$ cat config.mk
export PLATFORM = sky130hd
export DESIGN_NAME = muldiv_unit
export DESIGN_NICKNAME = d
export VERILOG_FILES = /design/src/rtl/muldiv_unit.sv
export SDC_FILE = /design/constraint.sdc
export NUM_CORES = 1
export LEC_CHECK = 0
export CAP_MARGIN = 5
export CORE_AREA = 2 2 184 186
export DETAILED_ROUTE_END_ITERATION = 12
export DIE_AREA = 0 0 186 188
export GPL_TIMING_DRIVEN = 0
export PLACE_DENSITY = 0.6
export SLEW_MARGIN = 15
export SYNTH_ARGS = -nofsm -noshare
export SYNTH_HDL_FRONTEND = slang
export SYNTH_SLANG_ARGS = --single-unit
$ cat constraint.sdc
create_clock -name clock -period 4.4 [get_ports clock]
set_input_delay 0.44 -clock clock [delete_from_list [all_inputs] [get_ports clock]]
set_output_delay 0.44 -clock clock [all_outputs]
set_load 0.005 [all_outputs]
$ cat src/rtl/muldiv_unit.sv
`default_nettype none
// ============================================================================
// Module   : muldiv_unit
// Purpose  : Iterative HI/LO multiply/divide unit for MULT/MULTU/DIV/DIVU.
//            It executes one bit per cycle and also services MTHI/MTLO writes.
//            Define MULDIV_DIV_EN to build the divide datapath.
// Revision : 1.0 - initial release
// ============================================================================
module muldiv_unit #(
   parameter int WIDTH = 32
) (
   input  logic             clock,
   input  logic             reset,
   input  logic             start,
   input  logic [1:0]       op,
   input  logic [WIDTH-1:0] numberA,
   input  logic [WIDTH-1:0] numberB,
   input  logic             hiWrite,
   input  logic             loWrite,
   input  logic [WIDTH-1:0] writeData,
   output logic             busy,
   output logic             done,
   output logic [WIDTH-1:0] hi,
   output logic [WIDTH-1:0] lo
);

   localparam int                 c_CNT_W = (WIDTH > 1) ? $clog2(WIDTH) : 1;
   localparam logic [c_CNT_W-1:0] c_LAST  = c_CNT_W'(WIDTH - 1);

   localparam logic [1:0] c_IDLE = 2'd0;
   localparam logic [1:0] c_RUN  = 2'd1;
   localparam logic [1:0] c_FIX  = 2'd2;

   logic [1:0]         r_state;
   logic [1:0]         w_state_nxt;
   logic [c_CNT_W-1:0] r_cnt;
   logic [WIDTH-1:0]   r_p;        // upper product half / partial remainder
   logic [WIDTH-1:0]   r_q;        // multiplier, then lower product half / quotient
   logic [WIDTH-1:0]   r_m;        // multiplicand / divisor magnitude
   logic               r_sign_q;
   logic [WIDTH-1:0]   r_hi;
   logic [WIDTH-1:0]   r_lo;
   logic               r_busy;
   logic               r_done;

   logic               w_op_ok;
   logic               w_accept;
   logic               w_step;
   logic               w_fix;

   logic               w_neg_a;
   logic               w_neg_b;
   logic [WIDTH-1:0]   w_mag_a;
   logic [WIDTH-1:0]   w_mag_b;

   logic [WIDTH:0]     w_mul_sum;
   logic [2*WIDTH-1:0] w_prod;
   logic [2*WIDTH-1:0] w_prod_fix;

`ifdef MULDIV_DIV_EN
   logic               r_is_div;
   logic               r_sign_r;
   logic [WIDTH-1:0]   r_a_raw;
   logic [WIDTH:0]     w_div_shift;
   logic [WIDTH:0]     w_div_diff;
   logic               w_div_ok;
   logic [WIDTH-1:0]   w_quo_fix;
   logic [WIDTH-1:0]   w_rem_fix;

   assign w_op_ok = 1'b1;
`else
   // Without the divide datapath, DIV/DIVU requests are simply not accepted.
   assign w_op_ok = ~op[1];
`endif

   assign w_accept = start & w_op_ok & (r_state == c_IDLE);

   // Signed ops work on magnitudes; the sign is re-applied in FIX.
   assign w_neg_a = ~op[0] & numberA[WIDTH-1];
   assign w_neg_b = ~op[0] & numberB[WIDTH-1];
   assign w_mag_a = w_neg_a ? (~numberA + 1'b1) : numberA;
   assign w_mag_b = w_neg_b ? (~numberB + 1'b1) : numberB;

   // ---------------- FSM: state register ----------------
   always_ff @(posedge clock) begin
      if (reset) begin
         r_state <= c_IDLE;
      end else begin
         r_state <= w_state_nxt;
      end
   end

   // ---------------- FSM: next state ----------------
   always_comb begin
      w_state_nxt = r_state;
      case (r_state)
         c_IDLE:  if (w_accept) w_state_nxt = c_RUN;
         c_RUN:   if (r_cnt == c_LAST) w_state_nxt = c_FIX;
         c_FIX:   w_state_nxt = c_IDLE;
         default: w_state_nxt = c_IDLE;
      endcase
   end

   // ---------------- FSM: outputs ----------------
   always_comb begin
      w_step = 1'b0;
      w_fix  = 1'b0;
      case (r_state)
         c_RUN:   w_step = 1'b1;
         c_FIX:   w_fix  = 1'b1;
         default: ;
      endcase
   end

   // ---------------- datapath ----------------
   assign w_mul_sum  = {1'b0, r_p} + (r_q[0] ? {1'b0, r_m} : {(WIDTH+1){1'b0}});
   assign w_prod     = {r_p, r_q};
   assign w_prod_fix = r_sign_q ? (~w_prod + 1'b1) : w_prod;

`ifdef MULDIV_DIV_EN
   // Restoring step: bit WIDTH of the difference is the borrow.
   assign w_div_shift = {r_p, r_q[WIDTH-1]};
   assign w_div_diff  = w_div_shift - {1'b0, r_m};
   assign w_div_ok    = ~w_div_diff[WIDTH];
   assign w_quo_fix   = r_sign_q ? (~r_q + 1'b1) : r_q;
   assign w_rem_fix   = r_sign_r ? (~r_p + 1'b1) : r_p;
`endif

   always_ff @(posedge clock) begin
      if (reset) begin
         r_cnt    <= '0;
         r_p      <= '0;
         r_q      <= '0;
         r_m      <= '0;
         r_sign_q <= 1'b0;
`ifdef MULDIV_DIV_EN
         r_is_div <= 1'b0;
         r_sign_r <= 1'b0;
         r_a_raw  <= '0;
`endif
      end else if (w_accept) begin
         r_cnt    <= '0;
         r_p      <= '0;
         r_q      <= w_mag_a;
         r_m      <= w_mag_b;
         r_sign_q <= w_neg_a ^ w_neg_b;
`ifdef MULDIV_DIV_EN
         r_is_div <= op[1];
         r_sign_r <= w_neg_a;
         r_a_raw  <= numberA;
`endif
      end else if (w_step) begin
         r_cnt <= r_cnt + 1'b1;
`ifdef MULDIV_DIV_EN
         if (r_is_div) begin
            r_p <= w_div_ok ? w_div_diff[WIDTH-1:0] : w_div_shift[WIDTH-1:0];
            r_q <= {r_q[WIDTH-2:0], w_div_ok};
         end else begin
            r_p <= w_mul_sum[WIDTH:1];
            r_q <= {w_mul_sum[0], r_q[WIDTH-1:1]};
         end
`else
         r_p <= w_mul_sum[WIDTH:1];
         r_q <= {w_mul_sum[0], r_q[WIDTH-1:1]};
`endif
      end
   end

   // HI/LO: written by FIX or by MTHI/MTLO while idle (including the done cycle).
   always_ff @(posedge clock) begin
      if (reset) begin
         r_hi <= '0;
         r_lo <= '0;
      end else if (w_fix) begin
`ifdef MULDIV_DIV_EN
         if (r_is_div) begin
            if (r_m == '0) begin
               r_hi <= r_a_raw;
               r_lo <= '1;
            end else begin
               r_hi <= w_rem_fix;
               r_lo <= w_quo_fix;
            end
         end else begin
            r_hi <= w_prod_fix[2*WIDTH-1:WIDTH];
            r_lo <= w_prod_fix[WIDTH-1:0];
         end
`else
         r_hi <= w_prod_fix[2*WIDTH-1:WIDTH];
         r_lo <= w_prod_fix[WIDTH-1:0];
`endif
      end else if (r_state == c_IDLE) begin
         if (hiWrite) r_hi <= writeData;
         if (loWrite) r_lo <= writeData;
      end
   end

   always_ff @(posedge clock) begin
      if (reset) begin
         r_busy <= 1'b0;
         r_done <= 1'b0;
      end else begin
         r_busy <= (w_state_nxt != c_IDLE);
         r_done <= w_fix;
      end
   end

   assign busy = r_busy;
   assign done = r_done;
   assign hi   = r_hi;
   assign lo   = r_lo;

endmodule
`default_nettype wire

==> results.sh, run 1 <==
export IMPL_grtUsageMet1_pct=35.52
export IMPL_synth_top_cell_by_area="dfxtp_1"
export IMPL_grt_busiest_layer="met2"
export IMPL_cp_arrival_ns=4.52
export IMPL_dieArea_um2=34970
export IMPL_drt_iter0_markers=1118
export IMPL_fmax_mhz=240.9
export IMPL_rr_startpoint="r_q[0]"
export IMPL_power_mw=4.067
export IMPL_die_y_um=188
export IMPL_layout_nets=1828
export IMPL_holdBufCountCts=0
export IMPL_min_period_ns=4.151
export IMPL_synth_edff_count=0
export IMPL_worstMarginPinSlew_ns=1.156
export IMPL_clk_pin_slew_ns=0.07
export IMPL_postSynthAreaPerCell_um2=7.614
export IMPL_grt_util_met2_pct=39.86
export IMPL_reg2regPathDepth=11
export IMPL_numCtsBuffers=17
export IMPL_critPathKind="flip-flop to flip-flop"
export IMPL_worstSetupEndpoint="r_p[29]"
export IMPL_vias=12254
export IMPL_wire_per_inst_um=20.94
export IMPL_vias_per_cell=5.710
export IMPL_endpoint_kind="flip-flop"
export IMPL_finalSetupViolCount=0
export IMPL_worst_skew_pair_late_latency_ns=0.45
export IMPL_cts_max_level=4
export IMPL_synth_distinct_cells=80
export IMPL_wl_um=44930
export IMPL_cp_num_buf_inv=1
export IMPL_seq_area_frac_synth_pct=29.78
export IMPL_multi_input_area_um2=7607
export IMPL_instances_no_fill=2146
export IMPL_die_width_um=186
export IMPL_grt_first_pass_wirelength_um=67780
export IMPL_cts_sinks=170
export IMPL_vdd_ir_drop_max_v=0.0002820
export IMPL_drive_above_1_share_pct=3.534
export IMPL_cts_root_buf="clkbuf_16"
export IMPL_required_ns=4.77
export IMPL_grt_overflow_total=0
export IMPL_reg2reg_slack_ns=0.25
export IMPL_max_cap_viol_count=0
export IMPL_grt_use_total_pct=25.43
export IMPL_grt_pass1_vias=11303
export IMPL_ant_nets=0
export IMPL_hold_viol_final=0
export IMPL_rows=67
export IMPL_dp_hpwl_um=35940
export IMPL_synth_seq_cells=170
export IMPL_initial_core_util_pct=34.51
export IMPL_syn_nets=1642
export IMPL_gr_usage_met3_pct=4.195
export IMPL_max_stage_delay_ns=0.53
export IMPL_startpoint="r_q[0]"
export IMPL_cp_common_cell="a211oi_1"
export IMPL_p_leak_nw=5.148
export IMPL_fill_cells=3394
export IMPL_worst_path_stages=11
export IMPL_worst_setup_path_start_kind="flip-flop"
export IMPL_cts_buffer_depth=2
export IMPL_status="completed"
export IMPL_cp_cell_sequence="buf_1 > and2_1 > ha_1 > fa_1 > a211oi_1 > o21ai_0 > a211oi_1 > o31ai_2 > a211oi_2 > nand4_1 > a31oi_1"
export IMPL_syn_inst=1501
export IMPL_gp_congestion=0.9416
export IMPL_syn2layout_area_growth_pct=24.55
export IMPL_async_flop_share_pct=0
export IMPL_ys_warn_count=0
export IMPL_slew_viol_final=0
export IMPL_antenna_found_initial=1
export IMPL_finClkSkew_ns=0.01409
export IMPL_ios=169
export IMPL_drtPass1Iterations=7
export IMPL_max_slew_margin_rel_pct=22.74
export IMPL_fin_crit_sh_pct=94.34
export IMPL_r2r_end="r_p[29]"
export IMPL_power_density_nw_per_um2=285.7
export IMPL_antennaDiodeCount=0
export IMPL_place_inst=2117
export IMPL_cp_max_fo=10
export IMPL_ys_flop_type="dfxtp_1"
export IMPL_netlist_area_um2=11430
export IMPL_hold_class="flip-flop to flip-flop"
export IMPL_min_path_cells=2
export IMPL_synth_top_cell_area_share_pct=29.78
export IMPL_cts_tree="done"
export IMPL_coreArea_um2=33110
export IMPL_cp_top_family="compound AO/OA/AOI/OAI gates"
export IMPL_drc_errors=0
export IMPL_slowest_stage="dfxtp_1"
export IMPL_rsz0062_at_grt="no"
export IMPL_synth_area_top_cells="dfxtp_1 (30%), nand2_1 (6.0%), nor2_1 (5.9%)"
export IMPL_seqCellArea_um2=3403
export IMPL_grt_max_degree=17
export IMPL_port_buffers=168
[flip-flops by register name (all words and copies together) (netlist names)]
name	count
hi	32
lo	32
r_m	32
r_p	32
r_q	32
r_cnt	5
r_state	2
busy	1
done	1
r_sign_q	1
[worst register-to-register path, stage by stage, from the launching register on]
cell	delay, ns
dfxtp_1	0.53
buf_1	0.39
and2_1	0.26
ha_1	0.22
fa_1	0.43
a211oi_1	0.40
o21ai_0	0.31
a211oi_1	0.52
o31ai_2	0.19
a211oi_2	0.47
nand4_1	0.16
a31oi_1	0.20
[cell type report]
| type | count | share of cell area, % |
|---|---|---|
| Clock buffer | 19 | 3.112 |
| Inverter | 16 | 0.4219 |
| Clock inverter | 11 | 0.7911 |
| Timing Repair Buffer | 168 | 11.81 |
| Tap cell | 448 | 3.938 |
| Multi-Input combinational cell | 1217 | 53.45 |
| Buffer | 97 | 2.567 |
| Sequential cell | 170 | 23.91 |
[worst min path at each step]
stage	from	end	slack, ns
after floorplan	r_m[31]	r_m[31]	0.42
after global placement	r_m[31]	r_m[31]	0.44
after detailed placement	r_m[30]	r_m[30]	0.44
after CTS	r_m[30]	r_m[30]	0.45
after global routing	r_m[31]	r_m[31]	0.49
final	r_m[31]	r_m[31]	0.45
[placed cells by master, fill, tap and decap left out, types with 10 or more instances in the layout]
master / synthesis / final
nor4_1: 12 / 12
a211oi_1: 49 / 48
or4_1: 17 / 17
mux2i_1: 22 / 22
and2_1: 38 / 38
a21oi_1: 108 / 108
a21o_1: 10 / 10
nor2_1: 181 / 181
inv_1: 16 / 16
nand2_1: 183 / 183
nand4_1: 14 / 14
clkbuf_16: 0 / 17
a311oi_1: 24 / 24
nand2b_1: 15 / 15
dfxtp_1: 170 / 170
o211ai_1: 11 / 11
xor2_1: 64 / 64
o41ai_1: 16 / 16
o31ai_1: 32 / 31
nor3_1: 29 / 29
clkbuf_1: 88 / 87
xnor2_1: 57 / 57
o21ai_0: 83 / 83
o22ai_1: 22 / 22
nor2b_1: 11 / 11
clkdlybuf4s50_1: 0 / 168
or2_2: 10 / 10
nand3_1: 23 / 23
buf_1: 9 / 10
ha_1: 37 / 37
or3_1: 21 / 21
[cells in the mapped netlist (9+ instances only)]
cell type	count
nand4_1	14
and2_1	38
nor3_1	29
xor2_1	64
or3_1	21
o41ai_1	16
nand2b_1	15
o211ai_1	11
xnor2_1	57
o21ai_0	83
or4_1	17
a21o_1	10
nand2_1	183
ha_1	37
a211oi_1	49
nor2_1	181
clkbuf_1	88
o31ai_1	32
or2_2	10
mux2i_1	22
inv_1	16
buf_1	9
nor2b_1	11
a21oi_1	108
nand3_1	23
dfxtp_1	170
a311oi_1	24
o22ai_1	22
nor4_1	12
[logic make-up after synthesis]
kind of cell | synth area share [%]
and+or+nand+nor | 25.49
muxes | 2.025
DFF | 29.78
buffers and inverters | 3.755
AOI/OAI and AO/OA | 25.45
adders and majority gates | 4.226
xor gates and xnor gates | 9.273
[through the flow]
| stage | setup slack, ns | util (%) | hold slack [ns] | cell area [um2] | TNS [ns] |
|---|---|---|---|---|---|
| 6_report | 0.2490 | 42.99 | 0.4546 | 14230 | 0 |
| 5_1_grt | 0.05350 | 42.99 | 0.4853 | 14230 | 0 |
| 4_1_cts | 0.1463 | 42.97 | 0.4520 | 14230 | 0 |
| 3_5_place_dp | -0.005718 | 41.29 | 0.4435 | 13670 | -0.005718 |
| 3_3_place_gp | -0.03728 | 41.28 | 0.4358 | 13670 | -0.03728 |
| 2_1_floorplan | 1.309 | - | 0.4155 | 11430 | 0 |
[what timing repair did]
item                       4_1_cts  5_1_grt
setup buffers                    0        0
setup endpoints to repair        2        1
gates resized for setup          1        2
[power by group]
part	leakage [nW]	internal (mW)	switching [mW]
combinational	3.50	0.365	0.477
sequential	1.39	1.63	0.0958
clock	0.259	0.797	0.704
[per-layer routing]
metal / share of wire (%) / routed length (um)
met1: 46 / 20520
met2: 44 / 19780
met3: 7.6 / 3431
met4: 2.7 / 1199
met5: 0 / 0
No activity file was read; power rests on OpenSTA's default activity.
==> run 2, diff against run 1 <==
Settings changed: CAP_MARGIN 5 to 10.
==> results of run 2 <==
Final layout, timing and power as in run 1 (identical DEF).
==> RTL change: new RTL, flow settings as in run 1 <==
Change the parameter `WIDTH` from 32 to 16.
--- a/src/rtl/muldiv_unit.sv
+++ b/src/rtl/muldiv_unit.sv
@@ -9,3 +9,3 @@
 module muldiv_unit #(
-   parameter int WIDTH = 32
+   parameter int WIDTH = 16
 ) (
Interface: changed (5 resized); port bits go from 169 to 89. No check against the original RTL was run, so the function may have changed too.
==> RTL change against run 1 <==
- worst setup slack better by 0.84 ns
- routed wire length is 58% lower
- non-clock buffer count is 132 lower
- count of clock-buffer cells in the layout is 9 lower
- first-iteration DRC count is 48% lower
- power is 48% lower
- cell area is 49% lower
- area after synthesis is 51% lower
- sequential cell count is 81 lower
==> RTL change: results (changes against run 1) <==
| Metric | Value |
|---|---|
| Fill cells | `3681 (+8.5%)` |
| First-pass GRT wire length | `29240 um (-57%)` |
| GPL Wtd Cong | `0.8755 (-7.0%)` |
| DRT Pass-1 Iters | `5 (-2)` |
| CTS resizes | `0 (-1)` |
| Final #Nets | `883 (-52%)` |
| Reg-to-reg endpoint | `r_p[11]` |
| Met1 Resource Use GR | `0.1600 (-0.1953)` |
| Status | `finished, final reports clean` |
| Vias in the first global route | `5223 (-54%)` |
| GRT Total Usage | `0.1070 (-0.1473)` |
| Initial DRC Count | `580 (-48%)` |
| Crit path DAT | `3.55 ns (-0.97 ns)` |
| Met2 Resource Use GR | `0.1548 (-0.2438)` |
| Clock Latency Late Sink | `0.35 ns (-0.10 ns)` |
| Top cells by area, synth | `dfxtp_1, xor2_1, nor2_1, nand2_1, a21oi_1` |
| Largest net degree at the start of global routing | `16 (-1)` |
| GR Util met3 | `0.02486 (-0.01709)` |
| R2R depth | `10 (-1)` |
| Layout cells sized above 1 | `0.03571 (+0.0003786)` |
| TritonCTS Buffers | `9 (-8)` |
| Post-synthesis net count | `784 (-52%)` |
| Max rail drop VDD | `0.1617 mV (-43%)` |
| DR vias/cell | `4.486 (-21%)` |
| H-tree levels | `3 (-1)` |
| Port bufs | `88 (-48%)` |
| Clock skew | `0.01085 ns (-0.003246 ns)` |
| Flop-to-flop setup slack | `1.08 ns (+0.84 ns)` |
| Worst-margin pin slew | `1.091 ns (-0.06447 ns)` |
| Leakage | `2.540 nW (-51%)` |
| Seq/Total Area, Yosys | `0.3204 (+0.02257)` |
| Hold EP | `r_m[15]` |
[RTL change: cell count changes in the layout (fill, tap and decap cells not counted), moves of 22 or more]
cell,delta
clkdlybuf4s50_1,-80
and2_1,-22
a21oi_1,-54
clkbuf_1,-46
dfxtp_1,-81
xnor2_1,-33
o21ai_0,-51
nand2_1,-102
nor2_1,-95
a211oi_1,-26
[RTL change: how the worst max path moves through the flow]
stage | start | to | slack (ns) | cells past startpoint
detailed placement | r_q[0] | r_p[11] | 1.18 | 10
global route | r_q[0] | r_p[11] | 0.76 | 10
global placement | r_q[0] | r_p[11] | 1.22 | 10
CTS | r_q[0] | r_p[11] | 1.16 | 10
floorplan | r_q[0] | r_p[9] | 1.77 | 11
finish | r_q[0] | r_p[11] | 1.08 | 10
[RTL change: cell families after synthesis]
kind of cell,Yosys count,synth area share
AND/OR/NAND/NOR,275,0.2423
XOR/XNOR,67,0.1055
buffers and inverters,54,0.03779
adder cells (fa/ha/maj),21,0.04859
flip-flops,89,0.3204
AO/OA/AOI/OAI,200,0.2418
multiplexers,2,0.003600
[RTL change: power by group]
part	internal [W]	switching (W)	leakage, nW
clock	0.000443	0.000348	0.143
sequential	0.000850	0.0000420	0.729
combinational	0.000186	0.000234	1.67
total	0.00148	0.000624	2.54
[RTL change: final cells by class]
| cell class | instances | area share |
|---|---|---|
| inverters | 9 | 0.004627 |
| flip-flops and latches | 89 | 0.2440 |
| clock buffers | 10 | 0.03136 |
| repair buffers | 88 | 0.1207 |
| well taps | 448 | 0.07678 |
| clock inverters | 6 | 0.009426 |
| multi-input cells | 565 | 0.4889 |
| plain buffers | 45 | 0.02416 |
[RTL change: through the flow]
stage               cells  hold slack (ns)  area, um^2  setup slack (ns)  utilization
finish               1260           0.4518        7301             1.084       0.2205
global route         1260           0.4773        7301            0.7621       0.2205
CTS                  1260           0.4564        7301             1.160       0.2205
detailed placement   1244           0.4477        7003             1.180       0.2115
global placement     1244           0.4474        7003             1.216       0.2115
floorplan             708           0.4317        5562             1.770            -
[RTL change: critical path: stages, from the launching register on]
cell and delay, ns:
dfxtp_1 0.34, clkbuf_1 0.42, clkbuf_1 0.37, and2_1 0.19, ha_1 0.27, a21o_1 0.24
a221oi_1 0.57, o31ai_1 0.20, a21oi_1 0.36, xor2_1 0.16, o21ai_0 0.07
[RTL change: routing by layer]
layer,wire length (um),part of all wire
met1,9489,0.50
met2,7723,0.41
met3,1592,0.084
met4,188,0.0099
met5,11,0.00058
